[src/rtl/fetch_sequencer.sv]
// Multi-cycle fetch/decode/execute/update sequencer driving the PC control pins
// and the instruction-fetch handshake, with start/halt, fetch timeout and retire count.
module fetch_sequencer #(
    parameter int unsigned FETCH_TIMEOUT = 16,
    parameter logic [15:0] RETIRED_INIT  = 16'h0000
) (
    input  logic        clk,
    input  logic        r,
    input  logic        run,
    input  logic        mem_ack,
    input  logic [15:0] mem_rdata,
    input  logic        exec_done,
    input  logic        branch_take,
    input  logic [15:0] branch_target,
    input  logic        halt_req,
    output logic        pc_we,
    output logic        pc_oe,
    output logic        pc_e,
    output logic [15:0] pc_load,
    output logic        mem_req,
    output logic [15:0] ir,
    output logic        ir_valid,
    output logic        bus_sel,
    output logic        halted,
    output logic        fault,
    output logic [15:0] retired,
    output logic [2:0]  state_dbg
);

    typedef enum logic [2:0] {
        S_IDLE   = 3'd0,
        S_FETCH  = 3'd1,
        S_DECODE = 3'd2,
        S_EXEC   = 3'd3,
        S_UPDATE = 3'd4,
        S_HALT   = 3'd5,
        S_FAULT  = 3'd6
    } state_t;

    localparam logic [7:0] TMO_LAST = 8'(FETCH_TIMEOUT - 1);

    state_t      state_q, state_d;
    logic        run_q, run_d;
    logic [15:0] ir_q, ir_d;
    logic [15:0] pc_load_q, pc_load_d;
    logic [15:0] retired_q, retired_d;
    logic [7:0]  tmo_q, tmo_d;
    logic        br_q, br_d;
    logic        halt_q, halt_d;
    logic        run_rise;

    assign run_rise = run & ~run_q;

    always_ff @(posedge clk or posedge r) begin
        if (r) begin
            state_q   <= S_IDLE;
            run_q     <= 1'b0;
            ir_q      <= 16'h0000;
            pc_load_q <= 16'h0000;
            retired_q <= RETIRED_INIT;
            tmo_q     <= 8'h00;
            br_q      <= 1'b0;
            halt_q    <= 1'b0;
        end else begin
            state_q   <= state_d;
            run_q     <= run_d;
            ir_q      <= ir_d;
            pc_load_q <= pc_load_d;
            retired_q <= retired_d;
            tmo_q     <= tmo_d;
            br_q      <= br_d;
            halt_q    <= halt_d;
        end
    end

    always_comb begin
        state_d   = state_q;
        run_d     = run;
        ir_d      = ir_q;
        pc_load_d = pc_load_q;
        retired_d = retired_q;
        tmo_d     = 8'h00;
        br_d      = br_q;
        halt_d    = halt_q;
        case (state_q)
            S_IDLE, S_HALT: begin
                if (run_rise) state_d = S_FETCH;
            end
            S_FETCH: begin
                // An ack on the final allowed cycle still beats the timeout.
                if (mem_ack) begin
                    ir_d    = mem_rdata;
                    state_d = S_DECODE;
                end else if (tmo_q == TMO_LAST) begin
                    state_d = S_FAULT;
                end else begin
                    tmo_d = tmo_q + 8'd1;
                end
            end
            S_DECODE: state_d = S_EXEC;
            S_EXEC: begin
                if (exec_done) begin
                    br_d      = branch_take;
                    halt_d    = halt_req;
                    pc_load_d = branch_target;
                    state_d   = S_UPDATE;
                end
            end
            S_UPDATE: begin
                retired_d = retired_q + 16'd1;
                state_d   = halt_q ? S_HALT : S_FETCH;
            end
            S_FAULT: state_d = S_FAULT;
            default: state_d = S_IDLE;
        endcase
    end

    always_comb begin
        pc_we    = 1'b0;
        pc_oe    = 1'b0;
        pc_e     = 1'b0;
        mem_req  = 1'b0;
        ir_valid = 1'b0;
        bus_sel  = 1'b0;
        halted   = 1'b0;
        fault    = 1'b0;
        case (state_q)
            S_IDLE, S_HALT: halted = 1'b1;
            S_FETCH: begin
                mem_req = 1'b1;
                pc_oe   = 1'b1;
            end
            S_DECODE: ir_valid = 1'b1;
            S_EXEC:   bus_sel  = 1'b1;
            // Load and increment are mutually exclusive by construction.
            S_UPDATE: begin
                pc_we = br_q;
                pc_e  = ~br_q;
            end
            S_FAULT: fault = 1'b1;
            default: ;
        endcase
    end

    assign pc_load   = pc_load_q;
    assign ir        = ir_q;
    assign retired   = retired_q;
    assign state_dbg = state_q;

endmodule

[config.mk]
export PLATFORM = sky130hd
export DESIGN_NAME = fetch_sequencer
export DESIGN_NICKNAME = d
export VERILOG_FILES = /design/src/rtl/fetch_sequencer.sv
export SDC_FILE = /design/constraint.sdc
export NUM_CORES = 1
export LEC_CHECK = 0
export CAP_MARGIN = 20
export CORE_MARGIN = 2
export CORE_UTILIZATION = 35
export DETAILED_ROUTE_END_ITERATION = 7
export GPL_ROUTABILITY_DRIVEN = 0
export HOLD_SLACK_MARGIN = 0.03
export PLACE_DENSITY_LB_ADDON = 0.15
export SYNTH_ARGS = -nofsm -noshare
export SYNTH_HDL_FRONTEND = slang
export SYNTH_SLANG_ARGS = --single-unit
[constraint.sdc]
create_clock -name clk -period 2.8 [get_ports clk]
set_input_delay 0.28 -clock clk [delete_from_list [all_inputs] [get_ports clk]]
set_output_delay 0.28 -clock clk [all_outputs]
set_load 0.005 [all_outputs]
==> results of run 1 <==
[worst max-delay path: cells and delay by family (launching register included)]
family        cells  cell delay (ns)
buf+inv           1             0.61
flops             1             0.50
simple gates      2             0.74
[cell families after synthesis]
family | Yosys count
DFF | 62
buffers and inverters | 12
muxes | 37
xor gates and xnor gates | 19
and+or+nand+nor | 57
adders and majority gates | 2
AOI/OAI and AO/OA | 11
[cell usage after synthesis (2+ instances only)]
cell,number
xnor2_1,15
nand3_1,7
a21oi_1,2
buf_2,5
inv_1,2
and3_1,3
and4_1,2
nor2b_1,4
ha_1,2
and2_1,5
mux2_4,2
xor2_1,4
nand2_1,10
nor2_1,12
dfrtp_1,62
nand4_1,5
clkbuf_1,3
o21ai_0,3
nor3_1,3
mux2_1,35
[final cells by class]
cell class | count | area [um^2] | share of cell area [%]
Sequential cell | 62 | 1550 | 39.5
Multi-Input combinational cell | 126 | 1010 | 25.8
Clock buffer | 12 | 135 | 3.44
Inverter | 2 | 7.51 | 0.191
Tap cell | 99 | 124 | 3.16
Clock inverter | 4 | 95.1 | 2.42
Timing Repair Buffer | 99 | 998 | 25.4
[flip-flops by register name (all words and copies together) (netlist names)]
name,cells
ir,16
pc_load,16
retired,16
tmo_q,8
state_dbg,3
br_q,1
halt_q,1
run_q,1
[layer usage]
layer | GRT usage (%) | vias up | share of wire (%)
met2 | 21.3 | 58 | 44
met4 | 7.31 | 0 | 2.2
met3 | 4.17 | 10 | 6.7
li1 | - | 892 | -
met5 | 0 | - | 0
met1 | 18.5 | 864 | 47
[metrics by stage]
| step | cell area [um^2] | hold WS [ns] |
|---|---|---|
| after floorplan | 2630 | 0.311 |
| after global placement | 3690 | 0.466 |
| after detailed placement | 3690 | 0.469 |
| after CTS | 3920 | 0.332 |
| after global routing | 3920 | 0.371 |
| final | 3920 | 0.321 |
[power groups by stage]
stage	Clock [mW]	Sequential [mW]	Combinational, mW
3_5_place_dp	0	1.43	1.34
2_1_floorplan	0	1.40	0.571
6_report	0.923	1.41	1.32
4_1_cts	0.949	1.42	1.35
3_3_place_gp	0	1.42	1.33
5_1_grt	0.988	1.46	1.44
[how the worst max path moves through the flow]
stage | start | endpoint
after floorplan | state_dbg[0] | ir[0]
after global placement | mem_ack | state_dbg[0]
after detailed placement | mem_ack | state_dbg[0]
after CTS | state_dbg[0] | halted
after global routing | state_dbg[0] | halted
final | state_dbg[0] | halted
[cell usage in the layout, fill, tap and decap left out, types with 3 or more instances in the layout]
| master | count |
|---|---|
| xor2_1 | 4 |
| clkdlybuf4s50_1 | 97 |
| bufinv_16 | 3 |
| mux2_1 | 35 |
| nor2b_1 | 4 |
| o21ai_0 | 3 |
| nor2_1 | 12 |
| clkbuf_8 | 9 |
| nand3_1 | 7 |
| nand4_1 | 5 |
| clkbuf_1 | 3 |
| nand2_1 | 10 |
| and3_1 | 3 |
| nor3_1 | 3 |
| xnor2_1 | 15 |
| and2_1 | 5 |
| dfrtp_1 | 62 |
==> impl_metrics.json, run 1 <==
{
  "yosysTopAreaCell": "dfrtp_1",
  "worstMarginPinSlew_ns": 0.801,
  "intPower_mw": 2.69,
  "required_ns": 2.52,
  "area_growth_pct": 49.4,
  "cts_tree": "done",
  "cts_made_buffers": 9,
  "rows": 31,
  "synth_nets": 241,
  "synth.area.top_cells": "dfrtp_1 59%, mux2_1 15%, xnor2_1 5.0%, nor2_1 1.7%, nand2_1 1.4%",
  "ys_async_sr_fraction_pct": 100,
  "slew_headroom_pct": 46.5,
  "ys.flop_type": "dfrtp_1",
  "post-route-min-period_ns": 2.46,
  "start_util_pct": 36.2,
  "cts_resized": 0,
  "setup_ws_ns": 0.337,
  "io_pins": 98,
  "path_cells": "nor2b_1, nor3_1, clkdlybuf4s50_1",
  "post_cts_buffers": 0,
  "rr_endpoint": "state_dbg[0]",
  "clk_transition_reported_paths_ns": 0.07,
  "drive_above_1_share_pct": 6.56,
  "r2r_cells": 4,
  "fin_worst_skew_ns": 0.00686,
  "hpwl_um": 3880,
  "cp_slowest_cell": "clkdlybuf4s50_1",
  "power.switching_mw": 0.964,
  "routed_via_density": 4.51,
  "fillCellCount": 664,
  "finalSetupTns_ns": 0,
  "total_power_mw": 3.65,
  "rr_startpoint": "state_dbg[1]",
  "coreArea_mm2": 0.00725,
  "drt-initial-drc-count": 56,
  "cp-start-kind": "flip-flop",
  "rsz0062_at_grt": "no",
  "status": "finished, final reports clean",
  "synth-xor-area-share_pct": 6.34,
  "synth_seq_cells": 62,
  "p_leak_nw": 1.65,
  "critical_path_arrival_ns": 2.18,
  "grt_antenna_before_repair": 0,
  "drv_slew": 0,
  "hold_path_class": "in2async",
  "die_h_um": 90.6,
  "max_stage_delay_ns": 0.61,
  "post-route-period-util_pct": 88.0,
  "synth_fa_ha_area_share_pct": 0.953,
  "reg2reg_slack_ns": 0.71,
  "switching_share_pct": 26.4,
  "grt_max_degree": 38,
  "final_cell_count_no_fill": 404,
  "synth-simple-area-share_pct": 11.7,
  "crit_fanout": 11,
  "yosys_warnings": 0,
  "cts_root_buf": "clkbuf_8",
  "max-cap-violations": 0,
  "synthDistinctLibCells": 34,
  "worstSetupPathType": "reg2out",
  "antenna_left": 0,
  "cts.path.max_buffers": 2,
  "die-area_mm2": 0.00821,
  "ys_seq_area_share_pct": 59.1,
  "grt_usage_pct": 14.2,
  "cts.sinks": 62,
  "cts_max_level": 3,
  "clockPowerShare_pct": 25.3,
  "grt_pass1_vias": 1827,
  "netlist.area_leader.share_pct": 59.1,
  "diodes": 0,
  "dpl_worst_slack_ns": 0.575,
  "wl_um": 5450,
  "finish.utilization_pct": 54.1,
  "syn_area_mm2": 0.00263,
  "grt_overflow": 0,
  "drc": 0,
  "syn_inst": 200,
  "nNetsFinal": 341,
  "die_w_um": 90.6,
  "setup_viol": 0,
  "port_buffers": 97,
  "clkLatencyLatePin_ns": 0.34,
  "end_kind": "primary output",
  "synth_area_per_cell_um2": 13.1,
  "hold_violations": 0,
  "synth_top_family_by_area": "multiplexers",
  "max-vdd-ir-drop_mv": 0.428,
  "seqPwrFrac_pct": 38.7,
  "grt_pass1_wl_um": 9050,
  "p_comb_share_pct": 36.1,
  "ctsHoldBuffers": 0,
  "power_density_mw_per_mm2": 931,
  "dp_cells": 388,
  "synth_edf_count": 0,
  "firstDrtPassIters": 4,
  "vias": 1824,
  "synth-compound-area-share_pct": 3.38,
  "drt-wirelength-per-cell_um": 13.5,
  "muxShareOfSynthArea_pct": 16.2,
  "max_freq_mhz": 406
}
(Power assumes the default switching activity.)
==> inputs of run 2 (changes only) <==
--- a/config.mk
+++ b/config.mk
@@ -5,7 +5,6 @@
 export SDC_FILE = /design/constraint.sdc
 export NUM_CORES = 1
 export LEC_CHECK = 0
-export CAP_MARGIN = 20
 export CORE_MARGIN = 2
 export CORE_UTILIZATION = 35
 export DETAILED_ROUTE_END_ITERATION = 7
==> results of run 2 <==
Final layout, timing and power as in run 1 (identical DEF).
